$ cat config.mk
export PLATFORM = sky130hd
export DESIGN_NAME = montre_sysid_regs
export DESIGN_NICKNAME = d
export VERILOG_FILES = /design/src/rtl/montre_sysid_pkg.sv /design/src/rtl/montre_uptime_counter.sv /design/src/rtl/montre_sysid_regs.sv
export SDC_FILE = /design/constraint.sdc
export NUM_CORES = 1
export LEC_CHECK = 0
export ABC_AREA = 1
export CORE_ASPECT_RATIO = 0.75
export CORE_MARGIN = 1
export CORE_UTILIZATION = 52
export CTS_CLUSTER_DIAMETER = 30
export CTS_CLUSTER_SIZE = 28
export DETAILED_ROUTE_END_ITERATION = 8
export PLACE_DENSITY = 0.9
export SYNTH_ARGS = -nofsm -noshare
export SYNTH_HDL_FRONTEND = slang
export SYNTH_SLANG_ARGS = --single-unit
$ cat constraint.sdc
create_clock -name clock -period 2.5 [get_ports clock]
set_clock_uncertainty 0.05 [all_clocks]
set_input_delay 0.25 -clock clock [delete_from_list [all_inputs] [get_ports clock]]
set_output_delay 0.25 -clock clock [all_outputs]
set_load 0.02 [all_outputs]
$ cat src/rtl/montre_sysid_pkg.sv
// Shared constants and helpers for the montre system-ID / uptime register bank.
// Word map, CTRL/CAPS bit positions and default identity values live here.
package montre_sysid_pkg;

    typedef enum logic [2:0] {
        ADDR_ID        = 3'd0,
        ADDR_TIMESTAMP = 3'd1,
        ADDR_UPTIME_LO = 3'd2,
        ADDR_UPTIME_HI = 3'd3,
        ADDR_SCRATCH   = 3'd4,
        ADDR_CTRL      = 3'd5,
        ADDR_CAPS      = 3'd6,
        ADDR_RSVD      = 3'd7
    } addr_e;

    localparam int CTRL_CLEAR_BIT    = 0;
    localparam int CTRL_HOLD_BIT     = 1;

    localparam int CAPS_PRESCALE_LSB = 16;
    localparam int CAPS_UPTIME_BIT   = 0;

    localparam int PRESCALE_W        = 16;

    localparam logic [31:0] DEFAULT_SYSTEM_ID = 32'h0000_0000;
    localparam logic [31:0] DEFAULT_TIMESTAMP = 32'd1698362541;

    function automatic logic [31:0] merge_bytes(input logic [31:0] old_word,
                                                input logic [31:0] new_word,
                                                input logic [3:0]  be);
        logic [31:0] merged;
        merged = old_word;
        for (int i = 0; i < 4; i++) begin
            if (be[i]) merged[8*i +: 8] = new_word[8*i +: 8];
        end
        return merged;
    endfunction

    function automatic logic [31:0] caps_word(input logic [PRESCALE_W-1:0] prescale,
                                              input logic                  uptime_present);
        logic [31:0] word;
        word = '0;
        word[CAPS_PRESCALE_LSB +: PRESCALE_W] = prescale;
        word[CAPS_UPTIME_BIT]                 = uptime_present;
        return word;
    endfunction

endpackage

$ cat src/rtl/montre_uptime_counter.sv
// Prescaled 64-bit uptime counter with CLEAR/HOLD control and a HI-word shadow
// that is latched whenever the LO word is read, so LO-then-HI reads are coherent.
module montre_uptime_counter
    import montre_sysid_pkg::*;
#(
    parameter int unsigned PRESCALE = 1
) (
    input  logic        clock,
    input  logic        reset,
    input  logic        i_clear,
    input  logic        i_hold,
    input  logic        i_snap,
    output logic [31:0] o_uptime_lo,
    output logic [31:0] o_snap_hi
);

    localparam logic [PRESCALE_W-1:0] TERMINAL = PRESCALE_W'(PRESCALE - 1);

    logic [PRESCALE_W-1:0] r_prescale_cnt;
    logic [63:0]           r_uptime;
    logic [31:0]           r_snap_hi;
    logic                  w_tick;

    assign w_tick = (r_prescale_cnt == TERMINAL);

    // NOTE: state registers use non-blocking assignments so every flop samples pre-edge values.
    always_ff @(posedge clock) begin
        if (reset) begin
            r_prescale_cnt <= '0;
            r_uptime       <= '0;
            r_snap_hi      <= '0;
        end else begin
            // CLEAR outranks both HOLD and a coincident tick.
            if (i_clear) begin
                r_prescale_cnt <= '0;
                r_uptime       <= '0;
            end else if (!i_hold) begin
                if (w_tick) begin
                    r_prescale_cnt <= '0;
                    r_uptime       <= r_uptime + 64'd1;
                end else begin
                    r_prescale_cnt <= r_prescale_cnt + 1'b1;
                end
            end
            if (i_snap) r_snap_hi <= r_uptime[63:32];
        end
    end

    assign o_uptime_lo = r_uptime[31:0];
    assign o_snap_hi   = r_snap_hi;

endmodule

$ cat src/rtl/montre_sysid_regs.sv
// Avalon-MM system-ID / uptime register bank with one-cycle registered reads.
// Define MONTRE_SYSID_UPTIME_EN to build the prescaled uptime counter and CTRL.
module montre_sysid_regs
    import montre_sysid_pkg::*;
#(
    parameter logic [31:0] SYSTEM_ID = DEFAULT_SYSTEM_ID,
    parameter logic [31:0] TIMESTAMP = DEFAULT_TIMESTAMP,
    parameter int unsigned PRESCALE  = 1
) (
    input  logic        clock,
    input  logic        reset,
    input  logic [2:0]  address,
    input  logic        read,
    input  logic        write,
    input  logic [31:0] writedata,
    input  logic [3:0]  byteenable,
    output logic [31:0] readdata,
    output logic        readdatavalid
);

    localparam logic [PRESCALE_W-1:0] PRESCALE_FIELD = PRESCALE_W'(PRESCALE);

    addr_e       w_addr;
    logic [31:0] w_rdata;
    logic [31:0] w_uptime_lo;
    logic [31:0] w_snap_hi;
    logic        w_hold;
    logic        w_uptime_present;

    logic [31:0] r_scratch;
    logic [31:0] r_readdata;
    logic        r_readdatavalid;

    assign w_addr = addr_e'(address);

`ifdef MONTRE_SYSID_UPTIME_EN
    logic r_hold;
    logic w_ctrl_wr;
    logic w_clear;

    assign w_ctrl_wr        = write && (w_addr == ADDR_CTRL) && byteenable[0];
    assign w_clear          = w_ctrl_wr && writedata[CTRL_CLEAR_BIT];
    assign w_hold           = r_hold;
    assign w_uptime_present = 1'b1;

    always_ff @(posedge clock) begin
        if (reset)          r_hold <= 1'b0;
        else if (w_ctrl_wr) r_hold <= writedata[CTRL_HOLD_BIT];
    end

    montre_uptime_counter #(
        .PRESCALE (PRESCALE)
    ) u_uptime (
        .clock       (clock),
        .reset       (reset),
        .i_clear     (w_clear),
        .i_hold      (r_hold),
        .i_snap      (read && (w_addr == ADDR_UPTIME_LO)),
        .o_uptime_lo (w_uptime_lo),
        .o_snap_hi   (w_snap_hi)
    );
`else
    assign w_uptime_lo      = '0;
    assign w_snap_hi        = '0;
    assign w_hold           = 1'b0;
    assign w_uptime_present = 1'b0;
`endif

    // NOTE: every always_comb output is given a default first so no latch is inferred.
    always_comb begin
        w_rdata = '0;
        case (w_addr)
            ADDR_ID:        w_rdata = SYSTEM_ID;
            ADDR_TIMESTAMP: w_rdata = TIMESTAMP;
            ADDR_UPTIME_LO: w_rdata = w_uptime_lo;
            ADDR_UPTIME_HI: w_rdata = w_snap_hi;
            ADDR_SCRATCH:   w_rdata = r_scratch;
            ADDR_CTRL:      w_rdata[CTRL_HOLD_BIT] = w_hold;
            ADDR_CAPS:      w_rdata = caps_word(PRESCALE_FIELD, w_uptime_present);
            ADDR_RSVD:      w_rdata = '0;
            default:        w_rdata = '0;
        endcase
    end

    // Read data is captured from pre-edge state, so a same-cycle write is not visible.
    always_ff @(posedge clock) begin
        if (reset) begin
            r_scratch       <= '0;
            r_readdata      <= '0;
            r_readdatavalid <= 1'b0;
        end else begin
            r_readdatavalid <= read;
            r_readdata      <= read ? w_rdata : '0;
            if (write && (w_addr == ADDR_SCRATCH))
                r_scratch <= merge_bytes(r_scratch, writedata, byteenable);
        end
    end

    // A response still in flight when reset arrives is suppressed rather than delivered.
    assign readdatavalid = r_readdatavalid & ~reset;
    assign readdata      = reset ? '0 : r_readdata;

endmodule

# == Word-level counts from Yosys, hierarchy flattened ==
# Cells that the tools add are included.
# op_classes
n_eq_ne,7
n_mux,4
n_bitwise,3
reduce_logical,8
# ops
op,count
one-hot mux 30 bit (3 select lines),1
two-way mux 32 bit,1
"== test 3 bit, second input constant",4
AND reduction 2 bit,4
OR reduction 7 bit,1
"== test 3 x 2 -> 1 bit, second input constant",2
one-hot mux 1 bit (2 select lines),2
"== test 3 x 1 -> 1 bit, second input constant",1
zero test 3 bit,1
NOT 1 bit,2
OR reduction 2 bit,1
bitwise AND 1 bit,1
logical AND 1 bit,1
# word_totals
reg_bits,65
in_bits,43
out_inout_bits,33
elab_cells,28

# == Longest topological paths before layout ==
# Gate-level depths: netlist of the first run.
# logic_depth
depth_word,3
ltp_mapped,7
ltp_nobuf,6

# == Worst setup path after synthesis of the first run ==
# No wires, ideal clock.
# synth_timing
path_kind,input to output
startpoint,input reset
endpoint,output readdata[10]
t_arrival_ps,879
t_required_ps,2200
path_slack_ps,1321
path_stages,3
n_path_buf,2
path_cell_list,buf_6 clkbuf_1 nor2_1
# synth_via
elab_chain_cells,1
# synth_rtl
item,line,rtl
from (decl),montre_sysid_regs.sv:11,"input logic reset,"
two-way mux 32 bit,montre_sysid_regs.sv:101,assign readdata = reset ? '0 : r_readdata;
to (decl),montre_sysid_regs.sv:17,"output logic [31:0] readdata,"
# No other way between the ends.

# == Worst setup path in the final report of the first run ==
# layout_timing
startpoint,input reset
endpoint,output readdata[3]
# The elaborated chain is that of the path after synthesis.

==> key figures, run 1 <==
Run status
  • Outcome: complete, no violations

Clocking
  • Reg clk slew, reported paths: 0.07 ns
  • Clk sink count: 65
  • Post-CTS Hold Fix Bufs: 0
  • # H-tree levels: 3
  • Cts repair resizes: 0
  • # Post-CTS Setup Buffers: 0
  • TritonCTS clock tree: done
  • CTS Buffer Depth: 2
  • Clock root cell: clkbuf_8
  • Clk Latency, worst-skew pair: 0.34 ns
  • CTS Buf Count: 9

Logic synthesis
  • Yosys top cell area share: 0.464
  • Compound-Gate Fraction of Synth Area: 0.0339
  • Post-Syn Instances: 423
  • Synth top area cells: dfxtp_1, inv_1, nor2_1
  • Synth unique cells: 19
  • Mapped Area: 2810 um2
  • YS warnings: 0
  • Biggest area consumer among synthesized cells: dfxtp_1
  • Syn nets: 466
  • Post-synthesis mux area share: 0
  • Yosys reg bits: 65
  • Post-Synth Adder-Cell Area: 0
  • Largest family of logic cells by synthesized area: simple AND/OR/NAND/NOR gates
  • Simple-gate share of the synthesized area: 0.282
  • Sequential share of the synthesized area: 0.464
  • Syn avg cell area: 6.63 um2
  • Synth Area in XOR/XNOR: 0

Critical path
  • Critical Path RT: 2.20 ns
  • Worst Path Class, Setup: primary input to output port
  • CP endpoint kind: output port
  • Crit-path max FO: 35
  • Crit path DAT: 1.70 ns
  • FF-to-FF End: r_scratch[10]$_SDFFE_PP0P_
  • RR Startpoint: r_scratch[10]$_SDFFE_PP0P_
  • Critical Path Start Type: primary input
  • R2r worst-path depth: 4
  • Reg2reg setup slack: 1.74 ns

Timing
  • Post-layout min period: 2.00 ns
  • Slew Viols, Final: 0
  • Setup TNS: 0 ns
  • Worst hold slack: 0.388 ns
  • Fmax: 0.500 GHz
  • Period Utilization, post-route: 0.800
  • Final Hold Vio Count: 0
  • RSZ-0062 raised after global routing: no
  • Worst slew pin tran: 0.967 ns
  • Worst slew margin relative to its limit: 0.355
  • Final setup vio count: 0

Detailed routing
  • Routed vias: 2,557
  • Routed len/inst: 10.7 um
  • Drt initial violations: 148
  • Router iterations before antenna repair: 4
  • DRC: 0
  • Via density: 4.47
  • Routed WL: 6150 um
  • Antenna Nets Post-Route: 0

Hold path
  • Hold_sp: r_scratch[4]$_SDFFE_PP0P_
  • Worst min path class: register to register
  • Worst Hold Path EP: r_readdata[4]$_SDFF_PP0_
  • Cells on Worst Hold Path: 2

Floorplanning
  • Die area: 5700 um2
  • FP Rows: 22
  • Initial Util: 0.557
  • Die Wd: 86.8 um
  • DIE HEIGHT: 65.6 um
  • Core area: 5040 um2
  • Top Ports: 76

Cells and area
  • # diodes: 0
  • Share of layout cells above drive strength 1: 0.0520
  • Fin nets: 539
  • Fin util: 0.746
  • Post-route cell area: 3760 um2
  • Area grow syn2layout: 33.9%
  • Final Non-Filler Cells: 572

GRT
  • Largest net degree at the start of global routing: 36
  • Initial antenna violation count: 0
  • Global-route wire length before repair: 10,400 um
  • GR Util All Layers: 0.245
  • Grt ovf: 0
  • GRT met2 Usage: 0.407
  • Grt met1 use: 0.284
  • Most used routing layer in global routing: met2
  • Met3 GRT Util: 0.0892
  • Number of global-route vias before repair: 2,393

Placement
  • IO buf count: 75
  • Placed inst area: 3570 um2
  • Placed Cells: 557
  • Gpl congestion: 0.822
  • DP HPWL: 4340 um

Power and ir drop
  • P per Cell Area: 556 nW/um2
  • P_leak: 0.00173 uW
  • Worst vdd ir: 380 uV

Flow run
  • Max Cap Violations: 0
area by class of cell:
cell class                      instances  area [um2]
Inverter                              133         499
Clock inverter                          6        60.1
Tap cell                               72        90.1
Clock buffer                            9         124
Sequential cell                        65        1300
Fill cell                             378        1280
Multi-Input combinational cell        206         887
Timing Repair Buffer                   81         796
synth_stat cells, drive strengths merged:
library cell,n
inv,133
nor2,82
nand2,66
dfxtp,65
nand3,34
o21ai,18
buf,16
nand4,5
clkbuf,3
a21oi,1
sequential cells by signal, summed over array words and instances (netlist names):
signal and cells:
r_readdatavalid 1, r_scratch 32, r_readdata 32
report_power, final:
part           leakage (uW)  internal (uW)  switching [uW]  total, uW
Sequential         0.000526           1050            4.63       1060
Combinational       0.00111           96.8             102        198
Clock             0.0000909            448             385        833
Total               0.00173           1600             491       2090
placed cells by master (no fill, tap or decap), drive strengths merged:
master / Yosys / final
a21oi: 1 / 1
buf: 16 / 6
bufinv: 0 / 1
clkbuf: 3 / 9
clkdlybuf4s50: 0 / 75
clkinv: 0 / 3
clkinvlp: 0 / 2
dfxtp: 65 / 65
inv: 133 / 133
nand2: 66 / 66
nand3: 34 / 34
nand4: 5 / 5
nor2: 82 / 82
o21ai: 18 / 18
layer usage:
metal | vias to the layer above | share of wire
li1 | 1330 | -
met3 | 11 | 0.069
met4 | 0 | 0.018
met2 | 103 | 0.48
met5 | - | 0
met1 | 1113 | 0.43
worst max-delay path by stage:
stage	cells after the start	to	slack (ns)	from
6_report	4	readdata[3]	0.50	reset
5_1_grt	4	readdata[13]	0.44	reset
4_1_cts	4	readdata[3]	0.48	reset
3_5_place_dp	7	r_scratch[20]$_SDFFE_PP0P_	0.49	address[2]
3_3_place_gp	4	readdata[11]	0.52	reset
2_1_floorplan	3	readdata[10]	1.32	reset
metrics by stage:
stage / setup WS (ns) / power [uW]
finish: 0.500 / 2090
global route: 0.438 / 2180
CTS: 0.483 / 2110
detailed placement: 0.494 / 1280
global placement: 0.516 / 1270
floorplan: 1.32 / 1190
critical path: stages:
cell and delay [ns]:
clkdlybuf4s50_1 0.46, buf_4 0.32, nor2_1 0.11, clkdlybuf4s50_1 0.56
cells by family (layout without fill, tap and decap cells):
group,Yosys count,after routing
flip-flops,65,65
AND/OR/NAND/NOR,187,187
AO/OA/AOI/OAI,19,19
buffers and inverters,152,229
No activity file was read; power rests on OpenSTA's default activity.
==> run 2: changes to the inputs <==
--- a/config.mk
+++ b/config.mk
@@ -8,11 +8,11 @@
 export ABC_AREA = 1
 export CORE_ASPECT_RATIO = 0.75
 export CORE_MARGIN = 1
-export CORE_UTILIZATION = 52
+export CORE_UTILIZATION = 43
 export CTS_CLUSTER_DIAMETER = 30
 export CTS_CLUSTER_SIZE = 28
 export DETAILED_ROUTE_END_ITERATION = 8
-export PLACE_DENSITY = 0.9
+export PLACE_DENSITY = 0.8
 export SYNTH_ARGS = -nofsm -noshare
 export SYNTH_HDL_FRONTEND = slang
 export SYNTH_SLANG_ARGS = --single-unit
==> constraint.sdc (replaced) <==
create_clock -name clock -period 1.8 [get_ports clock]
set_clock_uncertainty 0.05 [all_clocks]
set_input_delay 0.18 -clock clock [delete_from_list [all_inputs] [get_ports clock]]
set_output_delay 0.18 -clock clock [all_outputs]
set_load 0.02 [all_outputs]
==> key figures, run 2 (synthesis results as in run 1) <==
Clocking
  • Clk sink count: 65 (unchanged)
  • # H-tree levels: 3 (unchanged)
  • Reg clk slew, reported paths: 0.06 ns (about the same)
  • CTS Buf Count: 9 (unchanged)
  • Clk Latency, worst-skew pair: 0.34 ns (about the same)
  • CTS Buffer Depth: 2 (unchanged)
  • Clock root cell: clkbuf_8
  • TritonCTS clock tree: done

Timing
  • RSZ-0062 raised after global routing: no
  • Final setup vio count: 0 (unchanged)
  • Post-layout min period: 1.57 ns
  • Setup TNS: 0 ns (unchanged)
  • Worst slew pin tran: 0.376 ns (-0.591 ns)
  • Final Hold Vio Count: 0 (unchanged)
  • Fmax: 0.636 GHz
  • Period Utilization, post-route: 0.874
  • Slew Viols, Final: 0 (unchanged)
  • Worst hold slack: 0.389 ns (+0.000596 ns)
  • Worst slew margin relative to its limit: 0.749 (+0.394)

Floorplanning
  • Die area: 6860 um2 (+20%)
  • Top Ports: 76 (unchanged)
  • DIE HEIGHT: 72.0 um (+9.7%)
  • Die Wd: 95.3 um (+9.7%)
  • Initial Util: 0.446 (-0.111)
  • Core area: 6290 um2 (+25%)
  • FP Rows: 25 (+14%)

Detailed routing
  • DRC: 0 (unchanged)
  • Routed vias: 2,533 (-0.94%)
  • Routed WL: 6440 um (+4.8%)
  • Drt initial violations: 120 (-19%)
  • Routed len/inst: 10.9 um (+1.8%)
  • Antenna Nets Post-Route: 0 (unchanged)
  • Via density: 4.30 (-3.8%)
  • Router iterations before antenna repair: 5 (+1)

Critical path
  • Crit path buf inv count: 3 (unchanged)
  • Critical Path RT: 1.57 ns (-0.63 ns)
  • Reg2reg setup slack: 1.06 ns (-0.68 ns)
  • Critical Path Start Type: primary input
  • Crit path DAT: 1.34 ns (-0.36 ns)
  • Largest stage delay, worst path: 0.47 ns (-0.09 ns)
  • Critical-path top delay cell: clkdlybuf4s50_1
  • Crit-path max FO: 21 (-40%)
  • Critical path's top delay family: buffers and inverters
  • Crit-path cells: clkdlybuf4s50_1 -> buf_12 -> nor2_1 -> dlygate4sd2_1
  • Worst Path Class, Setup: primary input to output port
  • CP endpoint kind: output port

Cells and area
  • Area grow syn2layout: 37.4%
  • Commonest non-fill, non-tap cells in the layout: inv_1, nor2_1, nand2_1
  • Share of layout cells above drive strength 1: 0.0650 (+0.0130)
  • Most common cell after layout, fill and taps aside: inv_1
  • Fin util: 0.613 (-0.133)
  • # diodes: 0 (unchanged)
  • Number of fillers in the final layout: 570 (+51%)
  • Fin nets: 546 (+1.3%)
  • Largest registers: r_readdata x32, r_scratch x32, r_readdatavalid x1

Placement
  • DP HPWL: 4730 um (+9.0%)
  • IO buf count: 75 (unchanged)
  • Gpl congestion: 0.778 (-5.2%)

GRT
  • Largest net degree at the start of global routing: 24 (-33%)
  • Global-route wire length before repair: 10,700 um (+2.9%)
  • Most used routing layer in global routing: met2
  • GRT met2 Usage: 0.337 (-0.0710)
  • Grt met1 use: 0.256 (-0.0277)
  • Grt ovf: 0 (unchanged)
  • Initial antenna violation count: 0 (unchanged)
  • Number of global-route vias before repair: 2,374 (-0.79%)
  • Met3 GRT Util: 0.0398 (-0.0494)
  • GR Util All Layers: 0.207 (-0.0381)

Flow run
  • Max Cap Violations: 0 (unchanged)

Power and ir drop
  • Worst vdd ir: 357 uV (-6.0%)
  • P per Cell Area: 770 nW/um2 (+38%)
  • P_leak: 0.00207 uW (+20%)

Hold path
  • Worst min path class: register to register

Run status
  • Outcome: complete, no violations
-- run 2: cell count changes in the layout (fill, tap and decap cells not counted) --
cell / delta
dlymetal6s2s_1: +10
buf_12: +2
clkbuf_8: +1
clkbuf_1: +1
buf_4: +5
dlygate4sd2_1: +23
clkinv_2: -1
clkdlybuf4s50_1: -33
-- run 2: worst paths after layout --
check	startpoint	to	cells after the start
worst max-delay path	reset	readdata[1]	4
worst max register to register	r_scratch[13]$_SDFFE_PP0P_	r_scratch[13]$_SDFFE_PP0P_	4
worst min register to register	r_scratch[9]$_SDFFE_PP0P_	r_readdata[9]$_SDFF_PP0_	2
worst min-delay path	r_scratch[9]$_SDFFE_PP0P_	r_readdata[9]$_SDFF_PP0_	2
-- run 2: layout make-up --
type,instances,area (um2),share of cell area
sequential,65,1300,0.338
timing repair buffer,88,870,0.226
inverter,133,499,0.130
multi-input combinational,206,887,0.230
clock buffer,11,141,0.0367
tap,81,101,0.0263
clock inverter,5,55.1,0.0143
-- run 2: tightest hold or removal path: cells and delay by family (launching register included) --
kind / cells / cell delay, ns
DFF: 1 / 0.30
and+or+nand+nor: 1 / 0.04
buffers and inverters: 1 / 0.06
-- run 2: timing repair --
item / in CTS / in global routing
pin swaps: 0 / 0
setup endpoints to repair: 23 / 10
hold buffers: 0 / 0
resized for setup: 23 / 10
setup buffers: 0 / 0
-- run 2: power breakdown --
| group | leakage (uW) | internal, uW | switching [uW] |
|---|---|---|---|
| registers | 0.000526 | 1460 | 6.53 |
| clock network | 0.0000953 | 672 | 540 |
| logic | 0.00145 | 143 | 143 |
| total | 0.00207 | 2280 | 690 |
-- run 2: metal layers --
layer / part of all wire / up-vias
met5: 0 / -
met4: 0.038 / 0
met3: 0.045 / 23
met2: 0.47 / 64
met1: 0.45 / 1098
li1: - / 1348
-- run 2: through the flow --
stage               worst slack [ns]  instances  total power, uW  cell area [um2]
detailed placement           -0.0552        573             1790             3660
floorplan                      0.761        423             1650             2810
global placement           -0.000320        573             1780             3660
CTS                          0.00540        589             3000             3830
finish                         0.227        589             2970             3850
global route                   0.167        589             3090             3850
==> run 3: changes to the inputs <==
--- a/config.mk
+++ b/config.mk
@@ -15,4 +15,5 @@
 export PLACE_DENSITY = 0.8
 export SYNTH_ARGS = -nofsm -noshare
 export SYNTH_HDL_FRONTEND = slang
+export SYNTH_HIERARCHICAL = 1
 export SYNTH_SLANG_ARGS = --single-unit
==> results of run 3 <==
No change in the layout: final DEF, timing and power equal those of run 2.
Main changes from that run: Yosys warning count 0 -> 6
